$ cat config.mk
export PLATFORM = sky130hd
export DESIGN_NAME = weyl_sng_stream
export DESIGN_NICKNAME = d
export VERILOG_FILES = /design/src/rtl/weyl_sng_stream.sv
export SDC_FILE = /design/constraint.sdc
export NUM_CORES = 1
export LEC_CHECK = 0
export ABC_AREA = 0
export CORE_MARGIN = 4
export CORE_UTILIZATION = 50
export CTS_CLUSTER_SIZE = 28
export DETAILED_ROUTE_END_ITERATION = 8
export PLACE_DENSITY = 0.73
export REMOVE_ABC_BUFFERS = 1
export SLEW_MARGIN = 5
export SYNTH_ARGS = -nofsm -noshare
export SYNTH_HDL_FRONTEND = slang
export SYNTH_SLANG_ARGS = --single-unit
$ cat constraint.sdc
create_clock -name clk -period 2.28 [get_ports clk]
set_clock_uncertainty 0.1 [all_clocks]
set_input_delay 0.342 -clock clk [delete_from_list [all_inputs] [get_ports clk]]
set_output_delay 0.342 -clock clk [all_outputs]
set_load 0.03 [all_outputs]
$ cat src/rtl/weyl_sng_stream.sv
// weyl_sng_stream: multi-channel Weyl-sequenced stochastic number generator.
// Optional macro WEYL_SNG_ONES_CHECK_EN adds per-channel ones audit (err_ones).
module weyl_sng_stream #(
    parameter int LEN       = 64,
    parameter int BASE      = 61,
    parameter int STRIDE    = 17,
    parameter int CHANNELS  = 4,
    parameter int CH_OFFSET = 23,
    localparam int QW       = $clog2(LEN + 1)
) (
    input  logic                   clk,
    input  logic                   rst_n,
    input  logic                   cfg_valid,
    output logic                   cfg_ready,
    input  logic [CHANNELS*QW-1:0] cfg_quota,
    input  logic                   abort,
    output logic                   out_valid,
    input  logic                   out_ready,
    output logic [CHANNELS-1:0]    out_bits,
    output logic                   out_last,
`ifdef WEYL_SNG_ONES_CHECK_EN
    output logic [CHANNELS-1:0]    err_ones,
`endif
    output logic                   busy
);

    localparam int PW   = $clog2(LEN) + 1;
    localparam int CW   = $clog2(LEN);
    localparam int STEP = STRIDE % LEN;

    function automatic int gcd(input int a, input int b);
        int x;
        int y;
        int t;
        x = a;
        y = b;
        while (y != 0) begin
            t = x % y;
            x = y;
            y = t;
        end
        return x;
    endfunction

    if (gcd(STEP, LEN) != 1) begin : g_bad_stride
        $error("weyl_sng_stream: STRIDE %% LEN must be coprime with LEN");
    end

    typedef enum logic {
        IDLE = 1'b0,
        RUN  = 1'b1
    } state_t;

    state_t          state_q;
    logic [PW-1:0]   phase_q [CHANNELS];
    logic [QW-1:0]   quota_q [CHANNELS];
    logic [CW-1:0]   cnt_q;

    logic [PW-1:0]   phase0  [CHANNELS];
    logic [PW-1:0]   sum_c   [CHANNELS];
    logic [PW-1:0]   phase_d [CHANNELS];
    logic [QW-1:0]   quota_d [CHANNELS];

    logic run;
    logic accept;
    logic xfer;

    // Initial Weyl phases are elaboration constants, one per channel
    for (genvar g = 0; g < CHANNELS; g++) begin : g_ph0
        assign phase0[g] = PW'((BASE + g * CH_OFFSET) % LEN);
    end

    assign run       = (state_q == RUN);
    assign cfg_ready = (state_q == IDLE);
    assign out_valid = run;
    assign busy      = run;
    assign accept    = cfg_valid && cfg_ready;
    assign xfer      = run && out_ready;
    assign out_last  = run && (cnt_q == CW'(LEN - 1));

    // Next Weyl phase: add the reduced stride, fold back once into 0..LEN-1
    always_comb begin
        for (int c = 0; c < CHANNELS; c++) begin
            sum_c[c] = phase_q[c] + PW'(STEP);
            if (sum_c[c] >= PW'(LEN)) begin
                phase_d[c] = sum_c[c] - PW'(LEN);
            end else begin
                phase_d[c] = sum_c[c];
            end
        end
    end

    // Saturate incoming quotas to LEN so quota>=LEN means all ones
    always_comb begin
        for (int c = 0; c < CHANNELS; c++) begin
            if (cfg_quota[c*QW +: QW] > QW'(LEN)) begin
                quota_d[c] = QW'(LEN);
            end else begin
                quota_d[c] = cfg_quota[c*QW +: QW];
            end
        end
    end

    // Stochastic bit per channel, decoded purely from registered state
    always_comb begin
        out_bits = '0;
        for (int c = 0; c < CHANNELS; c++) begin
            out_bits[c] = run && (phase_q[c] < PW'(quota_q[c]));
        end
    end

    // Control FSM with phase, quota and beat counter state
    always_ff @(posedge clk or negedge rst_n) begin
        if (!rst_n) begin
            state_q <= IDLE;
            cnt_q   <= '0;
            for (int c = 0; c < CHANNELS; c++) begin
                phase_q[c] <= '0;
                quota_q[c] <= '0;
            end
        end else begin
            unique case (state_q)
                IDLE: begin
                    if (cfg_valid) begin
                        state_q <= RUN;
                        cnt_q   <= '0;
                        for (int c = 0; c < CHANNELS; c++) begin
                            phase_q[c] <= phase0[c];
                            quota_q[c] <= quota_d[c];
                        end
                    end
                end
                RUN: begin
                    if (abort || (out_ready && out_last)) begin
                        state_q <= IDLE;
                        cnt_q   <= '0;
                        for (int c = 0; c < CHANNELS; c++) begin
                            phase_q[c] <= '0;
                        end
                    end else if (out_ready) begin
                        cnt_q <= cnt_q + CW'(1);
                        for (int c = 0; c < CHANNELS; c++) begin
                            phase_q[c] <= phase_d[c];
                        end
                    end
                end
                default: begin
                    state_q <= IDLE;
                end
            endcase
        end
    end

`ifdef WEYL_SNG_ONES_CHECK_EN
    logic [QW-1:0]       ones_q [CHANNELS];
    logic [QW-1:0]       ones_d [CHANNELS];
    logic [CHANNELS-1:0] err_q;

    // Running ones count including the beat currently on the bus
    always_comb begin
        for (int c = 0; c < CHANNELS; c++) begin
            ones_d[c] = ones_q[c] + QW'(out_bits[c]);
        end
    end

    // Ones audit: count transferred ones, flag sticky mismatch at stream end
    always_ff @(posedge clk or negedge rst_n) begin
        if (!rst_n) begin
            err_q <= '0;
            for (int c = 0; c < CHANNELS; c++) begin
                ones_q[c] <= '0;
            end
        end else if (accept) begin
            err_q <= '0;
            for (int c = 0; c < CHANNELS; c++) begin
                ones_q[c] <= '0;
            end
        end else if (run && abort) begin
            for (int c = 0; c < CHANNELS; c++) begin
                ones_q[c] <= '0;
            end
        end else if (xfer) begin
            for (int c = 0; c < CHANNELS; c++) begin
                ones_q[c] <= ones_d[c];
                if (out_last && (ones_d[c] != quota_q[c])) begin
                    err_q[c] <= 1'b1;
                end
            end
        end
    end

    assign err_ones = err_q;
`endif

endmodule

* Word-level counts from Yosys, hierarchy flattened
Cells that the tools add are included.
** Operators by class
- Add/subtract/negate cells :: 9
- Order comparisons :: 12
- Equal/unequal tests :: 3
- Mux-type cells :: 19
- Bitwise logic cells :: 1
- Reduce and logical (&&, ||, !) cells :: 9
** Operators by type and width (count)
- 28-bit two-way mux :: 3
- 7-bit two-way mux :: 8
- 28-bit case mux with 2 select lines :: 1
- 7-bit by 5-bit adder with 7-bit output, second input constant :: 4
- 7-bit >= comparator, second input constant :: 4
- 7-bit > comparator, second input constant :: 4
- 7-bit less-than comparator :: 4
- 7-bit subtractor, second input constant :: 4
- 6-bit two-way mux :: 3
- 6-bit case mux with 2 select lines :: 1
- 6-bit by 1-bit adder with 6-bit output, second input constant :: 1
- 6-bit equality test, second input constant :: 1
- 1-bit logical AND :: 6
- 2-bit AND reduction :: 2
- 3-bit by 2-bit != test with 1-bit output, second input constant :: 1
- 1-bit two-way mux :: 2
- 2-bit != test, second input constant :: 1
- 1-bit case mux with 2 select lines :: 1
- 1-bit logical OR :: 1
- 1-bit inverter :: 1
** Word-level totals
- Bits in registers :: 63
- Input port bits :: 33
- Output and inout port bits :: 8
- Logic and storage cells :: 63

* Longest topological paths before layout
Gate-level depths: netlist of run 1.
- Word-level depth :: 6
- Depth in mapped cells :: 6
- Mapped depth without buffers :: 6

* Worst setup path after synthesis of run 1
Ideal clock, no wire load.
- Path kind :: reg2out
- Start point :: register state_q, in the netlist busy
- End point :: output out_bits[0]
- Data arrival time :: 1.932 ns
- Data required time :: 1.838 ns
- Slack :: -0.094 ns
- Cell stages (with the launch flop) :: 4
- Buffers on the path :: 0
- Cell sequence :: dfrtp_1 clkinv_1 a211o_1 a31oi_1
** On the way
- Longest elaborated chain between the ends :: 1
** Ends and longest elaborated chain
- from (decl) :: line 54 : state_t state_q;
- from (signal assigned) :: line 115 : state_q <= IDLE;
- from (signal assigned) :: line 125 : state_q <= RUN;
- from (signal assigned) :: line 135 : state_q <= IDLE;
- 1-bit logical AND :: line 108 : out_bits[c] = run && (phase_q[c] < PW'(quota_q[c]));
- to (decl) :: line 19 : output logic [CHANNELS-1:0] out_bits,
No other way between the ends.

* Worst setup path after layout of run 1
- Start point :: register phase_q[2] (netlist bit)
- End point :: output out_bits[3]
** On the way
- Longest elaborated chain between the ends :: 2
** Ends and longest elaborated chain
- from (decl) :: line 55 : logic [PW-1:0] phase_q [CHANNELS];
- from (signal, indexed assignment) :: line 128 : phase_q[c] <= phase0[c];
- from (signal, indexed assignment) :: line 143 : phase_q[c] <= phase_d[c];
- 7-bit less-than comparator :: line 108
- 1-bit logical AND :: line 108
No other way between the ends.

==> results.cfg, run 1 <==
[outcome]
status = finished clean

[power]
p_int_uw = 2560
switching_power_uw = 1170
leakagePower_uw = 0.00192
powerDensity_nw_per_um2 = 868
netSwitchingFraction_pct = 31.5
pwr-share-clk_pct = 32.1
p_seq_share_pct = 38.7
irDropWorstVdd_mv = 0.454
combPwrFrac_pct = 29.2

[setup_path]
slowest_stage = dfrtp_1
crit_family = compound AO/OA/AOI/OAI gates
required_ns = 1.84
crit_chain = ha_1, a21o_1, a31oi_1, o21ai_1, a31oi_1, buf_4
cp-end-kind = primary output
cp_common_cell = a31oi_1
cpPeakStageDelay_ns = 0.40
crit_fanout = 2
crit_buf_inv = 1
crit_arrival_ns = 1.76
crit_type = reg2out
cp-start-kind = flop

[yosys]
synth_edf_count = 0
yosys.area.top_type = dfrtp_1
seq_area_frac_synth_pct = 46.8
synth.most_common_cell = dfrtp_1
async_flop_share_pct = 100
synth_top_cells_by_area = dfrtp_1, ha_1, o21ai_0, nand3b_1, nand2_1
synth_commonest_cells = dfrtp_1, o21ai_0, ha_1
synth-seq-cells = 63
synth.top_cell.area_share_pct = 46.8
yosysUniqueCellTypes = 40
yosysWarnings = 0
syn_area_per_cell_sq_um = 9.70
synthCells = 347
synthesis.area_sq_um = 3370
synth_ff_type = dfrtp_1

[placed_design]
dp_slack_ns = 0.207
io_buffers = 40
gp_congestion = 0.893
place_hpwl_um = 5110

[sta]
hold_viol_final = 0
setup_slack_ns = 0.0798
tightest_slew_ns = 0.485
finalMaxSlewViolations = 0
relSlewSlack_pct = 67.2
period_minus_slack_ns = 2.20
fmax_mhz = 455
period_share_pct = 96.5
setup_viol = 0
rsz0062_at_grt = yes

[global_routing]
grt_pass1_vias = 2883
grt_max_degree = 64
antenna_found_initial = 0
overflow = 0
groute.usage.overall_pct = 19.6
grt_pass1_wl_um = 13000

[final_layout]
areaGrowthSynthToFinish_pct = 27.6
n_fill_cell = 539
seq_area_sq_um = 1580
multi_input_area_sq_um = 1670
diodes = 0
final_nets = 471
drive_gt1_share_pct = 13.5
final_util_pct = 66.5

[route]
avgViaCountPerCell = 5.64
wl_met3_um = 348
post_drt_wl_per_cell_um = 15.3
wl_met1_um = 3390
drt-initial-drc-count = 147
vias = 2770
highest-signal-layer = met4
drt_first_pass_iters = 4
totalWireLength_um = 7500
drc = 0
antenna_left = 0
wl_met2_um = 3660

[floorplan]
io_pins = 41
die-area_sq_um = 8110
std_cell_rows = 29
start_util_pct = 52.1
die_y_um = 90.1
core_sq_um = 6460
die_w_um = 90.1

[clock_tree]
clockRootBuffer = clkbuf_8
cts.htree.levels = 3
clk_transition_reported_paths_ns = 0.07
cts_tree = built
cts_buffers = 9
cts.sinks = 63
clk_path_buf_depth = 2
clock_latency_ns = 0.35

[hold_path]
hold_class = reg2reg

[job]
maxCapViolations = 0
## sequential cells by signal, summed over array words and instances (netlist names)
register	count
busy	1
phase_q	28
cnt_q	6
quota_q	28
## power groups by stage
stage          sequential, uW  combinational, uW  clock [uW]
6_report                 1440               1090        1200
3_3_place_gp             1470                939           0
2_1_floorplan            1440                631           0
3_5_place_dp             1480                984           0
5_1_grt                  1470               1240        1270
4_1_cts                  1440               1050        1220
## routing by layer
metal  GRT usage, %  up-vias
li1               -     1358
met2           34.1       62
met4           7.14        0
met5              0        -
met1           23.2     1338
met3           5.18       12
## stage by stage
stage / hold WS (ns) / cells / TNS (ns) / instance area (sq um) / power, uW
2_1_floorplan: -0.0536 / 332 / -21.66 / 3300 / 2070
3_3_place_gp: 0.284 / 465 / 0 / 3940 / 2410
3_5_place_dp: 0.284 / 465 / 0 / 3940 / 2460
4_1_cts: 0.374 / 486 / 0 / 4230 / 3710
5_1_grt: 0.418 / 491 / -0.0638 / 4300 / 3970
6_report: 0.370 / 491 / 0 / 4300 / 3730
## worst reg2reg max path, cell delays in order, from the launching register on
cell	delay, ns
dfrtp_1	0.42
ha_1	0.26
and4_1	0.22
a41oi_1	0.45
a21oi_1	0.17
buf_4	0.20
nor2_1	0.10
## cells in the final DEF, fill, tap and decap left out, types with 11 or more instances in the layout
master	synthesis	layout
a21oi_1	13	13
buf_4	1	27
clkdlybuf4s50_1	0	34
dfrtp_1	63	62
ha_1	29	26
inv_1	25	22
nand2_1	26	26
nand3b_1	24	24
nor2_1	25	25
o21ai_0	38	34
xnor2_1	11	11
## path summary, 6_finish.rpt
path,start,end,slack [ns],cells after the start
hold reg to reg,quota_q[14],quota_q[14],0.37,2
hold / removal,quota_q[14],quota_q[14],0.37,2
min in group asynchronous,rst_n,quota_q[5],0.42,3
setup / recovery,phase_q[2],out_bits[3],0.08,6
setup reg to reg,cnt_q[0],phase_q[4],0.29,6
max in group asynchronous,rst_n,phase_q[16],1.33,3
## repair_timing
action / CTS / global route
hold buffers: 1 / 0
resized for setup: 6 / 6
pin swaps: 4 / 11
setup endpoints to repair: 5 / 4
buffers inserted: 4 / 5
endpoints found under the hold margin: 63 / 0
## logic make-up after synthesis
| group | count (synthesis) | synth area share [%] |
|---|---|---|
| adders and majority gates | 29 | 10.8 |
| AOI/OAI and AO/OA | 92 | 17.1 |
| buffers and inverters | 41 | 4.79 |
| DFF | 63 | 46.8 |
| xor gates and xnor gates | 11 | 2.86 |
| and+or+nand+nor | 111 | 17.7 |
## area by class of cell
cell class / count / area share, %
Clock inverter: 7 / 2.80
Tap cell: 77 / 2.24
Sequential cell: 63 / 36.7
Inverter: 26 / 2.27
Clock buffer: 9 / 2.88
Timing Repair Buffer: 66 / 14.1
Multi-Input combinational cell: 243 / 39.0
Power figures use the tool's default switching activity.
==> inputs of run 2 (changes only) <==
--- a/config.mk
+++ b/config.mk
@@ -6,6 +6,7 @@
 export NUM_CORES = 1
 export LEC_CHECK = 0
 export ABC_AREA = 0
+export CORE_ASPECT_RATIO = 1.75
 export CORE_MARGIN = 4
 export CORE_UTILIZATION = 50
 export CTS_CLUSTER_SIZE = 28
==> results.cfg, run 2 (synthesized netlist as in run 1, its figures left out) <==
[sta]
finalMaxSlewViolations = 0
hold_viol_final = 0
tightest_slew_ns = 0.498
rsz0062_at_grt = yes
finalSetupTns_ns = 0
period_minus_slack_ns = 2.26
period_share_pct = 99.1
relSlewSlack_pct = 66.4
setup_viol = 0
fmax_mhz = 442

[floorplan]
core_sq_um = 6540
die_y_um = 117
die_w_um = 70.0
std_cell_rows = 39
io_pins = 41
die-area_sq_um = 8160
start_util_pct = 51.5

[route]
vias = 2800
wl_met1_um = 3070
drt-initial-drc-count = 199
antenna_left = 0
drc = 0
wl_met3_um = 300
drt_first_pass_iters = 4
wl_met2_um = 4230
highest-signal-layer = met4
post_drt_wl_per_cell_um = 16.0
avgViaCountPerCell = 5.68
totalWireLength_um = 7860

[setup_path]
cp-start-kind = flop
crit_arrival_ns = 1.82
cp-end-kind = primary output
crit_fanout = 2
crit_type = reg2out
required_ns = 1.84

[clock_tree]
clockRootBuffer = clkbuf_16
clk_transition_reported_paths_ns = 0.05
cts.htree.levels = 3
cts_tree = built
clock_latency_ns = 0.32
cts_buffers = 9
cts.sinks = 63
clk_path_buf_depth = 2

[global_routing]
grt_max_degree = 64
groute.usage.overall_pct = 20.4
antenna_found_initial = 0
grt_pass1_wl_um = 13200
grt_pass1_vias = 2914
overflow = 0

[job]
maxCapViolations = 0

[power]
leakagePower_uw = 0.00193
irDropWorstVdd_mv = 0.580
switching_power_uw = 1180
p_int_uw = 2700
p_seq_share_pct = 37.4
powerDensity_nw_per_um2 = 893
pwr-share-clk_pct = 34.1
combPwrFrac_pct = 28.6
netSwitchingFraction_pct = 30.5
power_uw = 3880

[final_layout]
reg_top3 = phase_q x28, quota_q x28, cnt_q x6
final_nets = 468
final_common_cell = dfrtp_1
layout_common_cells = dfrtp_1, o21ai_0, clkdlybuf4s50_1, nand2_1
drive_gt1_share_pct = 13.1
areaGrowthSynthToFinish_pct = 29.2
diodes = 0

[outcome]
status = finished clean

[placed_design]
gp_congestion = 0.789
place_hpwl_um = 5340
io_buffers = 40

[hold_path]
hold_class = reg2reg
run 2: cell types whose count changed in the layout (fill, tap and decap cells not counted), moves of 2 or more:
cell / delta
clkbuf_16: +9
bufinv_16: -3
dfrtp_1: -2
dfrtp_2: +2
clkbuf_8: -5
buf_4: -3
run 2: final timing paths:
kind	start	end	slack (ns)	cells after the start
max	quota_q[23]	out_bits[0]	0.02	7
min	quota_q[21]	quota_q[21]	0.37	2
max reg2reg	cnt_q[0]	cnt_q[5]	0.22	6
min reg2reg	quota_q[21]	quota_q[21]	0.37	2
max in group asynchronous	rst_n	phase_q[15]	1.32	3
min in group asynchronous	rst_n	busy	0.45	3
run 2: what timing repair did:
action | CTS | global route
endpoints found under the hold margin | 63 | 0
cloned | 0 | 0
setup buffers | 4 | 3
pin swaps | 4 | 5
endpoints found under the setup margin | 5 | 4
hold buffers | 1 | 0
resized for setup | 7 | 7
run 2: power groups by stage:
stage | clock network, uW | registers, uW | logic [uW]
2_1_floorplan | 0 | 1440 | 631
3_3_place_gp | 0 | 1460 | 958
3_5_place_dp | 0 | 1470 | 997
4_1_cts | 1340 | 1440 | 1080
5_1_grt | 1400 | 1470 | 1250
6_report | 1320 | 1450 | 1110
run 2: metal layers:
metal / track usage (%) / vias to the layer above
met3: 4.31 / 24
li1: - / 1347
met1: 21.4 / 1359
met4: 11.4 / 0
met2: 37.6 / 70
met5: 0 / -
run 2: cell type report:
type                       count  area, sq um
clock buffer                  14          284
clock inverter                 2         12.5
fill                         548         2190
inverter                      26         97.6
multi-input combinational    243         1680
sequential                    63         1580
tap                           82          103
timing repair buffer          63          597
run 2: metrics by stage:
stage	cells	hold slack [ns]	setup slack [ns]	area, sq um	utilization (%)
after floorplan	332	-0.0536	-0.585	3300	-
after CTS	490	0.372	-0.00400	4300	65.7
after detailed placement	469	0.282	0.170	3940	60.2
after global placement	469	0.281	0.200	3940	60.2
final	493	0.365	0.0195	4350	66.5
after global routing	493	0.409	-0.0525	4350	66.5
run 2: critical path, cell delays in order, from the launching register on:
cell	delay (ns)
dfrtp_1	0.37
inv_2	0.08
ha_4	0.20
a21o_1	0.17
a31oi_1	0.16
o21ai_1	0.09
a31oi_1	0.14
bufbuf_16	0.28
